File: src/rtl/cpu_pkg.sv
`default_nettype none
// ============================================================================
//  Module      : cpu_pkg
//  Description : Shared CPU constants and the fetch-stage state type.
//                PC_W      - PC / instruction-memory address width (bytes)
//                INSTR_W   - instruction word width
//                RESET_PC  - first fetch address after reset
//                NOP_INSTR - word presented to IF/ID when nothing is valid
//  Revision    : 1.0 - initial release
// ============================================================================
package cpu_pkg;

    localparam int              PC_W      = 8;
    localparam int              INSTR_W   = 32;
    localparam logic [PC_W-1:0] RESET_PC  = 8'h00;
    localparam logic [31:0]     NOP_INSTR = 32'h0000_0000;

    // IDLE : nothing outstanding
    // REQ  : request outstanding, returned word is wanted
    // DROP : request outstanding, returned word is discarded (stale after redirect)
    typedef enum logic [1:0] {
        IDLE = 2'd0,
        REQ  = 2'd1,
        DROP = 2'd2
    } fetch_state_e;

endpackage

`default_nettype wire

File: src/rtl/fetch_fifo.sv
`default_nettype none
// ============================================================================
//  Module      : fetch_fifo
//  Description : Synchronous FIFO of {PC, instruction} pairs for the fetch
//                stage. Push and pop may occur in the same cycle, including
//                when full. Clear empties the FIFO in one cycle.
//  Ports       : clk, rst_n          - clock, synchronous active-low reset
//                i_clear             - flush all entries
//                i_push, i_push_pc,
//                i_push_instr        - write one entry
//                i_pop               - consume the head entry
//                o_head_pc,
//                o_head_instr        - head entry (combinational)
//                o_count, o_empty    - occupancy
//  Revision    : 1.0 - initial release
// ============================================================================
module fetch_fifo #(
    parameter int DEPTH   = 2,
    parameter int PC_W    = 8,
    parameter int INSTR_W = 32
) (
    input  logic                    clk,
    input  logic                    rst_n,
    input  logic                    i_clear,
    input  logic                    i_push,
    input  logic [PC_W-1:0]         i_push_pc,
    input  logic [INSTR_W-1:0]      i_push_instr,
    input  logic                    i_pop,
    output logic [PC_W-1:0]         o_head_pc,
    output logic [INSTR_W-1:0]      o_head_instr,
    output logic [$clog2(DEPTH):0]  o_count,
    output logic                    o_empty
);

    localparam int PTR_W = $clog2(DEPTH);
    localparam int CNT_W = PTR_W + 1;

    logic [PC_W-1:0]    r_pc_mem    [DEPTH];
    logic [INSTR_W-1:0] r_instr_mem [DEPTH];
    logic [PTR_W-1:0]   r_wr_ptr;
    logic [PTR_W-1:0]   r_rd_ptr;
    logic [CNT_W-1:0]   r_count;
    logic               w_full;
    logic               w_wr_en;
    logic               w_rd_en;

    assign w_full  = (r_count == CNT_W'(DEPTH));
    assign o_empty = (r_count == '0);
    assign w_rd_en = i_pop && !o_empty;
    // A write while full is only accepted when the head leaves in the same cycle.
    assign w_wr_en = i_push && (!w_full || w_rd_en);

    assign o_head_pc    = r_pc_mem[r_rd_ptr];
    assign o_head_instr = r_instr_mem[r_rd_ptr];
    assign o_count      = r_count;

    // Pointers wrap naturally because DEPTH is a power of two.
    always_ff @(posedge clk) begin
        if (!rst_n || i_clear) begin
            r_wr_ptr <= '0;
            r_rd_ptr <= '0;
            r_count  <= '0;
        end else begin
            if (w_wr_en) begin
                r_pc_mem[r_wr_ptr]    <= i_push_pc;
                r_instr_mem[r_wr_ptr] <= i_push_instr;
                r_wr_ptr              <= r_wr_ptr + PTR_W'(1);
            end
            if (w_rd_en) begin
                r_rd_ptr <= r_rd_ptr + PTR_W'(1);
            end
            case ({w_wr_en, w_rd_en})
                2'b10:   r_count <= r_count + CNT_W'(1);
                2'b01:   r_count <= r_count - CNT_W'(1);
                default: r_count <= r_count;
            endcase
        end
    end

    // The fetch controller only requests when space is guaranteed.
    always_ff @(posedge clk) begin
        if (rst_n && !i_clear) begin
            assert (!(i_push && w_full && !w_rd_en));
        end
    end

endmodule

`default_nettype wire

File: src/rtl/fetch_unit.sv
`default_nettype none
// ============================================================================
//  Module      : fetch_unit
//  Description : Instruction-fetch stage feeding the IF/ID register. Issues
//                sequential PCs to instruction memory with a single
//                outstanding request, buffers returned words in a small
//                FIFO and honours stall and branch/jump redirect.
//  Ports       : clk, rst_n            - clock, synchronous active-low reset
//                stall                 - IF/ID holding, no pop this cycle
//                redirect, redirect_pc - flush and refetch from target
//                imem_req, imem_addr   - memory request (addr stable until ack)
//                imem_ack, imem_rdata  - same-cycle accept + data
//                PC, instruction,
//                valid_PC              - FIFO head presented to IF/ID
//  Revision    : 1.0 - initial release
// ============================================================================
module fetch_unit #(
    parameter int              PC_W      = cpu_pkg::PC_W,
    parameter int              INSTR_W   = cpu_pkg::INSTR_W,
    parameter logic [PC_W-1:0] RESET_PC  = cpu_pkg::RESET_PC,
    parameter int              BUF_DEPTH = 2
) (
    input  logic               clk,
    input  logic               rst_n,
    input  logic               stall,
    input  logic               redirect,
    input  logic [PC_W-1:0]    redirect_pc,
    output logic               imem_req,
    output logic [PC_W-1:0]    imem_addr,
    input  logic               imem_ack,
    input  logic [INSTR_W-1:0] imem_rdata,
    output logic [PC_W-1:0]    PC,
    output logic [INSTR_W-1:0] instruction,
    output logic               valid_PC
);

    import cpu_pkg::*;

    localparam int CNT_W = $clog2(BUF_DEPTH) + 1;

    fetch_state_e       r_state;
    logic [PC_W-1:0]    r_fetch_pc;
    logic [PC_W-1:0]    r_req_addr;

    logic [PC_W-1:0]    w_next_addr;
    logic               w_push;
    logic               w_pop;
    logic               w_space;
    logic               w_empty;
    logic [CNT_W-1:0]   w_count;
    logic [CNT_W-1:0]   w_count_next;
    logic [PC_W-1:0]    w_head_pc;
    logic [INSTR_W-1:0] w_head_instr;

    // Modulo-2^PC_W increment; low address bits pass through untouched.
    assign w_next_addr = r_req_addr + PC_W'(4);

    // A redirect flushes the FIFO, so neither push nor pop may happen with it.
    assign w_pop  = !w_empty && !stall && !redirect;
    assign w_push = (r_state == REQ) && imem_ack && !redirect;

    always_comb begin
        w_count_next = w_count;
        if (redirect) begin
            w_count_next = '0;
        end else begin
            w_count_next = w_count + {{(CNT_W-1){1'b0}}, w_push}
                                   - {{(CNT_W-1){1'b0}}, w_pop};
        end
    end

    // Room for one more word once this cycle's push/pop have settled.
    assign w_space = (w_count_next < CNT_W'(BUF_DEPTH));

    always_ff @(posedge clk) begin
        if (!rst_n) begin
            r_state    <= IDLE;
            r_fetch_pc <= RESET_PC;
            r_req_addr <= RESET_PC;
        end else if (redirect) begin
            r_fetch_pc <= redirect_pc;
            // An unacked request cannot be withdrawn; its data must be discarded.
            if (r_state == IDLE || imem_ack) begin
                r_state    <= REQ;
                r_req_addr <= redirect_pc;
            end else begin
                r_state    <= DROP;
            end
        end else begin
            case (r_state)
                IDLE: begin
                    if (w_space) begin
                        r_state    <= REQ;
                        r_req_addr <= r_fetch_pc;
                    end
                end
                REQ: begin
                    if (imem_ack) begin
                        r_fetch_pc <= w_next_addr;
                        if (w_space) begin
                            r_req_addr <= w_next_addr;
                        end else begin
                            r_state    <= IDLE;
                        end
                    end
                end
                DROP: begin
                    if (imem_ack) begin
                        r_state    <= REQ;
                        r_req_addr <= r_fetch_pc;
                    end
                end
                default: r_state <= IDLE;
            endcase
        end
    end

    fetch_fifo #(
        .DEPTH   (BUF_DEPTH),
        .PC_W    (PC_W),
        .INSTR_W (INSTR_W)
    ) u_fifo (
        .clk          (clk),
        .rst_n        (rst_n),
        .i_clear      (redirect),
        .i_push       (w_push),
        .i_push_pc    (r_req_addr),
        .i_push_instr (imem_rdata),
        .i_pop        (w_pop),
        .o_head_pc    (w_head_pc),
        .o_head_instr (w_head_instr),
        .o_count      (w_count),
        .o_empty      (w_empty)
    );

    assign imem_req    = (r_state != IDLE);
    assign imem_addr   = r_req_addr;
    assign valid_PC    = !w_empty;
    assign PC          = w_empty ? r_fetch_pc : w_head_pc;
    assign instruction = w_empty ? INSTR_W'(NOP_INSTR) : w_head_instr;

endmodule

`default_nettype wire

File: config.mk
export PLATFORM = sky130hd
export DESIGN_NAME = fetch_unit
export DESIGN_NICKNAME = d
export VERILOG_FILES = /design/src/rtl/cpu_pkg.sv /design/src/rtl/fetch_fifo.sv /design/src/rtl/fetch_unit.sv
export SDC_FILE = /design/constraint.sdc
export NUM_CORES = 1
export LEC_CHECK = 0
export CORE_MARGIN = 2
export CORE_UTILIZATION = 30
export CTS_CLUSTER_DIAMETER = 80
export DETAILED_ROUTE_END_ITERATION = 10
export GPL_ROUTABILITY_DRIVEN = 0
export GPL_TIMING_DRIVEN = 1
export HOLD_SLACK_MARGIN = 0.05
export PLACE_DENSITY = 0.53
export SKIP_LAST_GASP = 1
export SYNTH_ARGS = -nofsm -noshare
export SYNTH_HDL_FRONTEND = slang
export SYNTH_SLANG_ARGS = --single-unit
export TNS_END_PERCENT = 100
File: constraint.sdc
create_clock -name clk -period 8.6 [get_ports clk]
set_clock_uncertainty 0.15 [all_clocks]
set_input_delay 1.29 -clock clk [delete_from_list [all_inputs] [get_ports clk]]
set_output_delay 1.29 -clock clk [all_outputs]
set_load 0.03 [all_outputs]
## Word-level counts from Yosys, hierarchy flattened

Memories as Yosys holds them, arrays and structs flattened. A register that Yosys moved wholly into a read port is not among the register bits.
Cells that the tools add are included.

| word-level totals | value |
|---|---|
| input bits | 45 |
| memories | 2 |
| word-level logic and storage cells | 79 |
| register bits after elaboration | 22 |
| bits in latches | 0 |
| bits in read-only memories | 0 |
| output and inout bits | 50 |
| memory bits (writable) | 80 |

Memory list:

| memory | words | width | rd ports | clocked after memory_dff | write ports | RTL line | RTL |
|---|---|---|---|---|---|---|---|
| u_fifo.r_instr_mem | 2 | 32 | 1 | 1 | 1 | fetch_fifo.sv:39 | `logic [INSTR_W-1:0] r_instr_mem [DEPTH];` |
| u_fifo.r_pc_mem | 2 | 8 | 1 | 1 | 1 | fetch_fifo.sv:38 | `logic [PC_W-1:0] r_pc_mem [DEPTH];` |

| operators by class | value |
|---|---|
| $lt $le $gt $ge | 1 |
| equal/unequal tests | 11 |
| muxes and demuxes | 28 |
| $add $sub $neg | 7 |
| $mul | 0 |
| shifts and indexed selects | 0 |
| reduce and logical (&&, ||, !) cells | 24 |
| bitwise gates (word level) | 0 |
| div/mod/pow operators | 0 |

Operators with widths:

| operator | count |
|---|---|
| 8-bit 2-to-1 mux | 10 |
| 32-bit 2-to-1 mux | 1 |
| 8-bit case mux with 3 select lines | 1 |
| 3-bit inequality test, second input constant | 5 |
| 2-bit 2-to-1 mux | 7 |
| 8-bit by 3-bit adder with 8-bit output, second input constant | 1 |
| 2-bit nonzero test | 4 |
| 1-bit 2-to-1 mux | 7 |
| 2-bit == test, second input constant | 3 |
| 1-bit logical AND | 6 |
| 2-bit case mux with 3 select lines | 1 |
| 6-bit AND reduction | 1 |
| 1-bit zero test | 5 |
| 2-bit by 1-bit == test with 1-bit output, second input constant | 2 |
| 2-bit zero test | 2 |
| 2-bit case mux with 2 select lines | 1 |
| 4-bit AND reduction | 1 |
| 4-bit nonzero test | 1 |
| 1-bit logical OR | 3 |
| 1-bit adder, second input constant | 2 |
| 2-bit by 1-bit adder with 2-bit output | 1 |
| 2-bit by 1-bit adder with 2-bit output, second input constant | 1 |
| 2-bit < comparator, second input constant | 1 |
| 2-bit by 1-bit inequality test with 1-bit output, second input constant | 1 |
| 3 further kinds | 3 |

## Longest topological paths before layout

Gate-level depths: netlist of the first run.

| logic depth | value |
|---|---|
| depth after elaboration | 11 |
| gate-level depth with buffers | 11 |
| gate-level depth less buffers | 8 |

## By module

A second synthesis of the first run with hierarchy kept.

| second synthesis, totals | value |
|---|---|
| cell total of the unflattened synthesis | 322 |
| area, all modules | 4475.5 µm² |

Modules (own cells, without submodules):

| module | cells an instance | seq. area each (µm²) | area an instance (µm²) | times used |
|---|---|---|---|---|
| fetch_fifo | 153 | 2502.4 | 3124.2 | 1 |
| fetch_unit | 169 | 360.3 | 1351.3 | 1 |

## Least setup slack after synthesis of the first run

No wires, ideal clock.

| timing path | value |
|---|---|
| path type | input -> register |
| from | input port imem_ack |
| to | memory u_fifo.r_instr_mem[0][0], enable pin |
| cell stages on the path | 3 |
| slack | 3211 ps |
| data arrival time | 4744 ps |
| required time | 7955 ps |
| path buffers | 0 |
| setup time | 495 ps |
| cell sequence | nand3b_1 -> a31oi_1 -> nor3b_1 |

| between the ends | value |
|---|---|
| word-level cells in the longest chain between the ends | 6 |

RTL lines:

| what | RTL line | RTL |
|---|---|---|
| start, declared | fetch_unit.sv:30 | `input logic imem_ack,` |
| 1-bit logical AND (2 in series) | fetch_unit.sv:60 | `assign w_push = (r_state == REQ) && imem_ack && !redirect;` |
| 1-bit logical AND | fetch_fifo.sv:51 | `assign w_wr_en = i_push && (!w_full \|\| w_rd_en);` |
| 1-bit 2-to-1 mux | fetch_fifo.sv:64 | `if (w_wr_en) begin` |
| 1-bit 2-to-1 mux | fetch_fifo.sv:59 | `if (!rst_n \|\| i_clear) begin` |
| 1-bit 2-to-1 mux (implied by the code) | fetch_fifo.sv:66 | `r_instr_mem[r_wr_ptr] <= i_push_instr;` |
| end, declared | fetch_fifo.sv:39 |  |

No other way between the ends.

## Final worst setup path of the first run

| timing path | value |
|---|---|
| from | register u_fifo.r_count[1] (netlist: u_fifo.o_count[1]) |
| to | output port PC[2] |

| between the ends | value |
|---|---|
| word-level cells in the longest chain between the ends | 2 |

RTL lines:

| what | RTL line | RTL |
|---|---|---|
| start, declared | fetch_fifo.sv:42 | `logic [CNT_W-1:0] r_count;` |
| start signal, assigned | fetch_fifo.sv:73 | `2'b10: r_count <= r_count + CNT_W'(1);` |
| start signal, assigned | fetch_fifo.sv:74 | `2'b01: r_count <= r_count - CNT_W'(1);` |
| start signal, assigned | fetch_fifo.sv:75 | `default: r_count <= r_count;` |
| 2-bit zero test | fetch_fifo.sv:48 | `assign o_empty = (r_count == '0);` |
| 8-bit 2-to-1 mux | fetch_unit.sv:139 | `assign PC = w_empty ? r_fetch_pc : w_head_pc;` |
| end, declared | fetch_unit.sv:32 | `output logic [PC_W-1:0] PC,` |

No other way between the ends.

==> results of run 1 <==
-- routing by layer --
layer | vias up | routed length [µm]
met5 | - | 0
met2 | 55 | 4471
met1 | 1353 | 4276
li1 | 1399 | -
met4 | 0 | 52
met3 | 4 | 365
-- power by group --
part | internal, mW | switching (mW)
clock network | 0.225 | 0.169
registers | 0.547 | 0.0112
logic | 0.0530 | 0.0608
-- sequential cells by signal, indices dropped and copies added, names as in the netlist, named ones only --
name                count
u_fifo.r_rd_ptr         1
u_fifo.r_wr_ptr         1
imem_addr               8
u_fifo.r_instr_mem     64
u_fifo.r_pc_mem        16
r_state                 2
u_fifo.o_count          2
r_fetch_pc              8
-- worst paths after layout --
kind	start	end	slack, ps	depth (start not counted)
worst max register to register	u_fifo.o_count[1]	imem_addr[3]	5320	8
worst min-delay path	u_fifo.r_rd_ptr	register	360	2
worst min register to register	u_fifo.r_rd_ptr	register	360	2
worst max-delay path	u_fifo.o_count[1]	PC[2]	4430	4
-- layout make-up --
cell class / count / area, µm² / area share
clock buffer: 10 / 229.0 / 0.03976
clock inverter: 6 / 60.06 / 0.01043
inverter: 4 / 15.01 / 0.002607
multi-input combinational: 213 / 1398 / 0.2427
sequential: 103 / 2864 / 0.4973
tap: 184 / 230.2 / 0.03997
timing repair buffer: 97 / 963.4 / 0.1673
-- per-stage QoR --
stage,util,hold WS (ps),total power [mW]
global route,0.4008,404.9,1.102
global placement,0.3807,351.6,0.6829
floorplan,-,331.3,0.6292
CTS,0.4008,362.7,1.077
detailed placement,0.3807,348.3,0.6848
finish,0.4008,359.1,1.066
-- synth_stat cells, types with 2 or more instances --
library cell  number
edfxtp_1          80
nor2_1            58
mux2i_1           47
dfxtp_1           23
nand2_1           18
o21ai_0           15
a21oi_1           11
buf_2             10
clkbuf_1           7
nand2b_1           7
nand3_1            5
a211oi_1           4
a31oi_1            4
nor2b_1            4
o21ai_1            4
or2_2              4
xor2_1             4
a211o_1            3
inv_1              3
xnor2_1            3
buf_1              2
buf_6              2
ha_1               2
nor3_1             2
o211a_1            2
o21a_1             2
-- critical path: stages, from the launching register on --
cell             delay (ps)
dfxtp_1                 440
nor2_4                  960
nand2_1                 150
o21ai_0                 140
clkdlybuf4s50_1         710
-- kinds of logic (layout without fill, tap and decap cells) --
logic type | Yosys count | after routing | synth area share
adders and majority gates | 2 | 2 | 0.005728
AOI/OAI and AO/OA | 49 | 49 | 0.06961
xor gates and xnor gates | 9 | 9 | 0.02406
and+or+nand+nor | 105 | 105 | 0.1071
muxes | 48 | 48 | 0.1103
buffers and inverters | 25 | 117 | 0.02779
DFF | 103 | 103 | 0.6554
==> flow_summary_export.csv, run 1 <==
group,metric,value,unit
outcome,status,"completed",
clocking,clk_pin_slew,60,ps
final_layout,final_common_cell,"clkdlybuf4s50_1",
placed_design,pre_cts_ws,4065,ps
final_layout,final_cells,617,
grt,grt_overflow,0,
logic_synthesis,ys.flop_type,"edfxtp_1",
logic_synthesis,ys_top_cells_by_area,"edfxtp_1, mux2i_1, dfxtp_1",
sta,rsz0062_at_grt,"no",
clocking,postCtsHoldBufs,0,
placed_design,dp.cells,601,
logic_synthesis,avgSynthCellArea,12.81,µm²
sta,fin_tns_setup,0,ps
critical_path,endpoint_kind,"output pin",
grt,grt_use_met3,0.03007,
routing,drc,0,
grt,grt_busiest_layer,"met2",
sta,finalSetupViolations,0,
clocking,clock_latency,330,ps
die,die_x,124.7,µm
critical_path,critical_path_class,"register to output pin",
sta,min_period,4171,ps
final_layout,area_growth,31.85,%
hold_path,hp-class,"register to register",
final_layout,layout.nets,475,
power,peakVddDrop,76.56,µV
logic_synthesis,synth_edf_count,80,
routing,drtIter0Drc,151,
logic_synthesis,synth-seq-cells,103,
routing,drt-total-wl,9165,µm
placed_design,numPortBuffers,94,
routing,wl_per_cell,14.85,µm
grt,antenna_found_initial,0,
clocking,cts_tree,"done",
placed_design,hpwlAfterDp,5968,µm
sta,worstMarginPinSlew,1174,ps
clocking,post_cts_buffers,0,
logic_synthesis,synthesis.area,4368,µm²
critical_path,cp.required,7160,ps
routing,dr.pass1.iters,5,
die,die-height,124.7,µm
logic_synthesis,yosysTopAreaCell,"edfxtp_1",
grt,met1_usage,0.1591,
placed_design,post_dp_cell_area,5470,µm²
critical_path,worstPathArrival,2730,ps
clocking,cts_max_path_buffers,2,
die,initial_core_util,0.3040,
clocking,cts_resized,0,
grt,use_met2,0.1932,
clocking,cts_root_buffer,"clkbuf_16",
logic_synthesis,seq_area_frac_synth,0.6554,
grt,grt_first_pass_wirelength,14630,µm
logic_synthesis,syn_nets,388,
die,ios,95,
logic_synthesis,synthDistinctLibCells,41,
logic_synthesis,postSynthCellCount,341,
sta,period_share,0.4850,
clocking,htreeDepth,3,
final_layout,mostFrequentLayoutCells,"clkdlybuf4s50_1, edfxtp_1, nor2_1",
grt,first_global_vias,2805,
critical_path,setup.worst_path.start_class,"register",
sta,clock.fmax,239.8,MHz
grt,gr-usage-all-layers,0.1196,
power,leakagePower,1.877,nW
sta,relSlewSlack,0.2154,
final_layout,design_area,5759,µm²
logic_synthesis,yosysWarnings,0,
grt,grt_start_max_net_pins,51,
routing,ant_nets,0,
logic_synthesis,synth_top_area_frac,0.5500,
die,rows,44,
final_layout,fillers,1338,
power,p_per_area,185.1,nW/µm²
routing,num_vias,2811,
final_layout,drive_gt1_frac,0.07159,
routing,viasPerCell,4.556,
final_layout,diodes,0,
critical_path,crit_fanout,50,
logic_synthesis,async_reset_ff_frac,0,
die,dieArea,15540,µm²
run,drv_cap,0,
sta,final.setup.worst_slack,4429,ps
die,placeableCoreArea,14370,µm²
clocking,cts_buffers,9,
clocking,clock-sinks,103,
sta,drv_slew,0,
sta,finalHoldViolations,0,
Power figures use the tool's default switching activity.
==> inputs of run 2 (changes only) <==
==> constraint.sdc (replaced) <==
create_clock -name clk -period 4.1 [get_ports clk]
set_clock_uncertainty 0.15 [all_clocks]
set_input_delay 0.615 -clock clk [delete_from_list [all_inputs] [get_ports clk]]
set_output_delay 0.615 -clock clk [all_outputs]
set_load 0.03 [all_outputs]
==> run 2 against run 1 <==
Die area unchanged; first-iteration DRC count up 44%; sequential power up 110%; largest cell class unchanged; largest power group unchanged.
==> flow_summary_export.csv, run 2 (synthesized netlist as in run 1, its figures left out) <==
group,metric,value,unit
final_layout,largest_reg_flops,64,
placed_design,post_dp_cell_area,5522,µm²
critical_path,path_buf_inv,2,
die,rows,44,
clocking,cts_resized,0,
sta,period_share,0.7991,
sta,min_period,3276,ps
sta,rsz0062_at_grt,"no",
final_layout,drive_gt1_frac,0.07973,
grt,met1_usage,0.1722,
clocking,clk_pin_slew,70,ps
final_layout,design_area,5804,µm²
clocking,clock_latency,340,ps
grt,first_global_vias,2757,
routing,drtIter0Drc,217,
sta,worstMarginPinSlew,706.7,ps
routing,num_vias,2872,
grt,antenna_found_initial,0,
clocking,cts_root_buffer,"clkbuf_16",
critical_path,cp.required,3340,ps
die,initial_core_util,0.3040,
final_layout,largestRegisters,"u_fifo.r_instr_mem (64), u_fifo.r_pc_mem (16)",
die,die-height,124.7,µm
routing,ant_nets,0,
clocking,clock-sinks,103,
clocking,post_cts_buffers,0,
sta,finalHoldViolations,0,
clocking,postCtsHoldBufs,0,
outcome,status,"completed",
hold_path,hp-class,"register to register",
power,totalPowerFinal,2.235,mW
power,p_per_area,385.1,nW/µm²
sta,fin_hold_ws,377.0,ps
power,peakVddDrop,196.0,µV
critical_path,setup.worst_path.start_class,"register",
sta,fin_tns_setup,0,ps
routing,drt-total-wl,9384,µm
routing,viasPerCell,4.610,
power,leakagePower,1.901,nW
grt,grt_first_pass_wirelength,14900,µm
sta,drv_slew,0,
clocking,cts_max_path_buffers,2,
critical_path,cpLargestDelayFamily,"buffers and inverters",
clocking,htreeDepth,3,
final_layout,area_growth,32.88,%
critical_path,worstPathArrival,2510,ps
final_layout,fillers,1352,
final_layout,layout.nets,481,
sta,relSlewSlack,0.5277,
placed_design,hpwlAfterDp,6472,µm
final_layout,final_util,0.4040,
critical_path,slowest_stage,"nor2_4",
sta,finalSetupViolations,0,
die,die_x,124.7,µm
grt,grt_overflow,0,
grt,grt_busiest_layer,"met2",
final_layout,final_common_cell,"clkdlybuf4s50_1",
final_layout,mostFrequentLayoutCells,"clkdlybuf4s50_1, edfxtp_1, nor2_1",
critical_path,critical_path_class,"register to output pin",
clocking,cts_buffers,9,
clocking,cts_tree,"done",
critical_path,endpoint_kind,"output pin",
die,dieArea,15540,µm²
grt,use_met2,0.1839,
routing,wl_per_cell,15.06,µm
grt,grt_use_met3,0.03179,
run,drv_cap,0,
die,ios,95,
grt,grt_start_max_net_pins,32,
final_layout,diodes,0,
critical_path,crit_fanout,31,
routing,dr.pass1.iters,4,
die,placeableCoreArea,14370,µm²
final_layout,largest_register,"u_fifo.r_instr_mem",
placed_design,numPortBuffers,94,
sta,clock.fmax,305.2,MHz
critical_path,path_cells,"nor2_4, buf_4, nor2_1, clkdlybuf4s50_1",
routing,drc,0,
critical_path,critPathMaxStageDelay,620,ps
grt,gr-usage-all-layers,0.1227,
run 2: worst register-to-register path, stage by stage (launching register included):
cell	delay, ps
dfxtp_1	440
nor2_4	620
nor3_1	170
ha_1	300
xor2_4	170
xnor2_2	230
o211a_1	400
o211ai_2	140
a21oi_1	130
run 2: stage by stage:
step / instances / setup slack (ps)
after floorplan: 341 / 807.5
after global placement: 607 / 668.5
after detailed placement: 607 / 620.0
after CTS: 623 / 780.8
after global routing: 623 / 618.9
final: 623 / 823.9
run 2: cell type report:
cell class | count | area, µm² | area share
Clock buffer | 12 | 236.5 | 0.04074
Inverter | 4 | 15.01 | 0.002587
Sequential cell | 103 | 2864 | 0.4934
Tap cell | 184 | 230.2 | 0.03966
Timing Repair Buffer | 103 | 1008 | 0.1737
Multi-Input combinational cell | 213 | 1404 | 0.2419
Clock inverter | 4 | 46.29 | 0.007976
run 2: final timing paths:
path,to,slack [ps],cells past startpoint,startpoint
worst max-delay path,instruction[11],820,4,u_fifo.o_count[1]
worst min-delay path,u_fifo.r_rd_ptr,380,2,u_fifo.r_rd_ptr
worst max register to register,imem_addr[3],1260,8,u_fifo.o_count[1]
worst min register to register,u_fifo.r_rd_ptr,380,2,u_fifo.r_rd_ptr
run 2: power by group:
part	internal [mW]	switching [mW]
Combinational	0.113	0.128
Clock	0.471	0.349
Sequential	1.15	0.0264
Total	1.73	0.503
run 2: metal layers:
layer | wire [µm] | vias up
met5 | 0 | -
met4 | 132 | 0
met3 | 484 | 10
met2 | 4250 | 75
met1 | 4516 | 1365
li1 | - | 1422
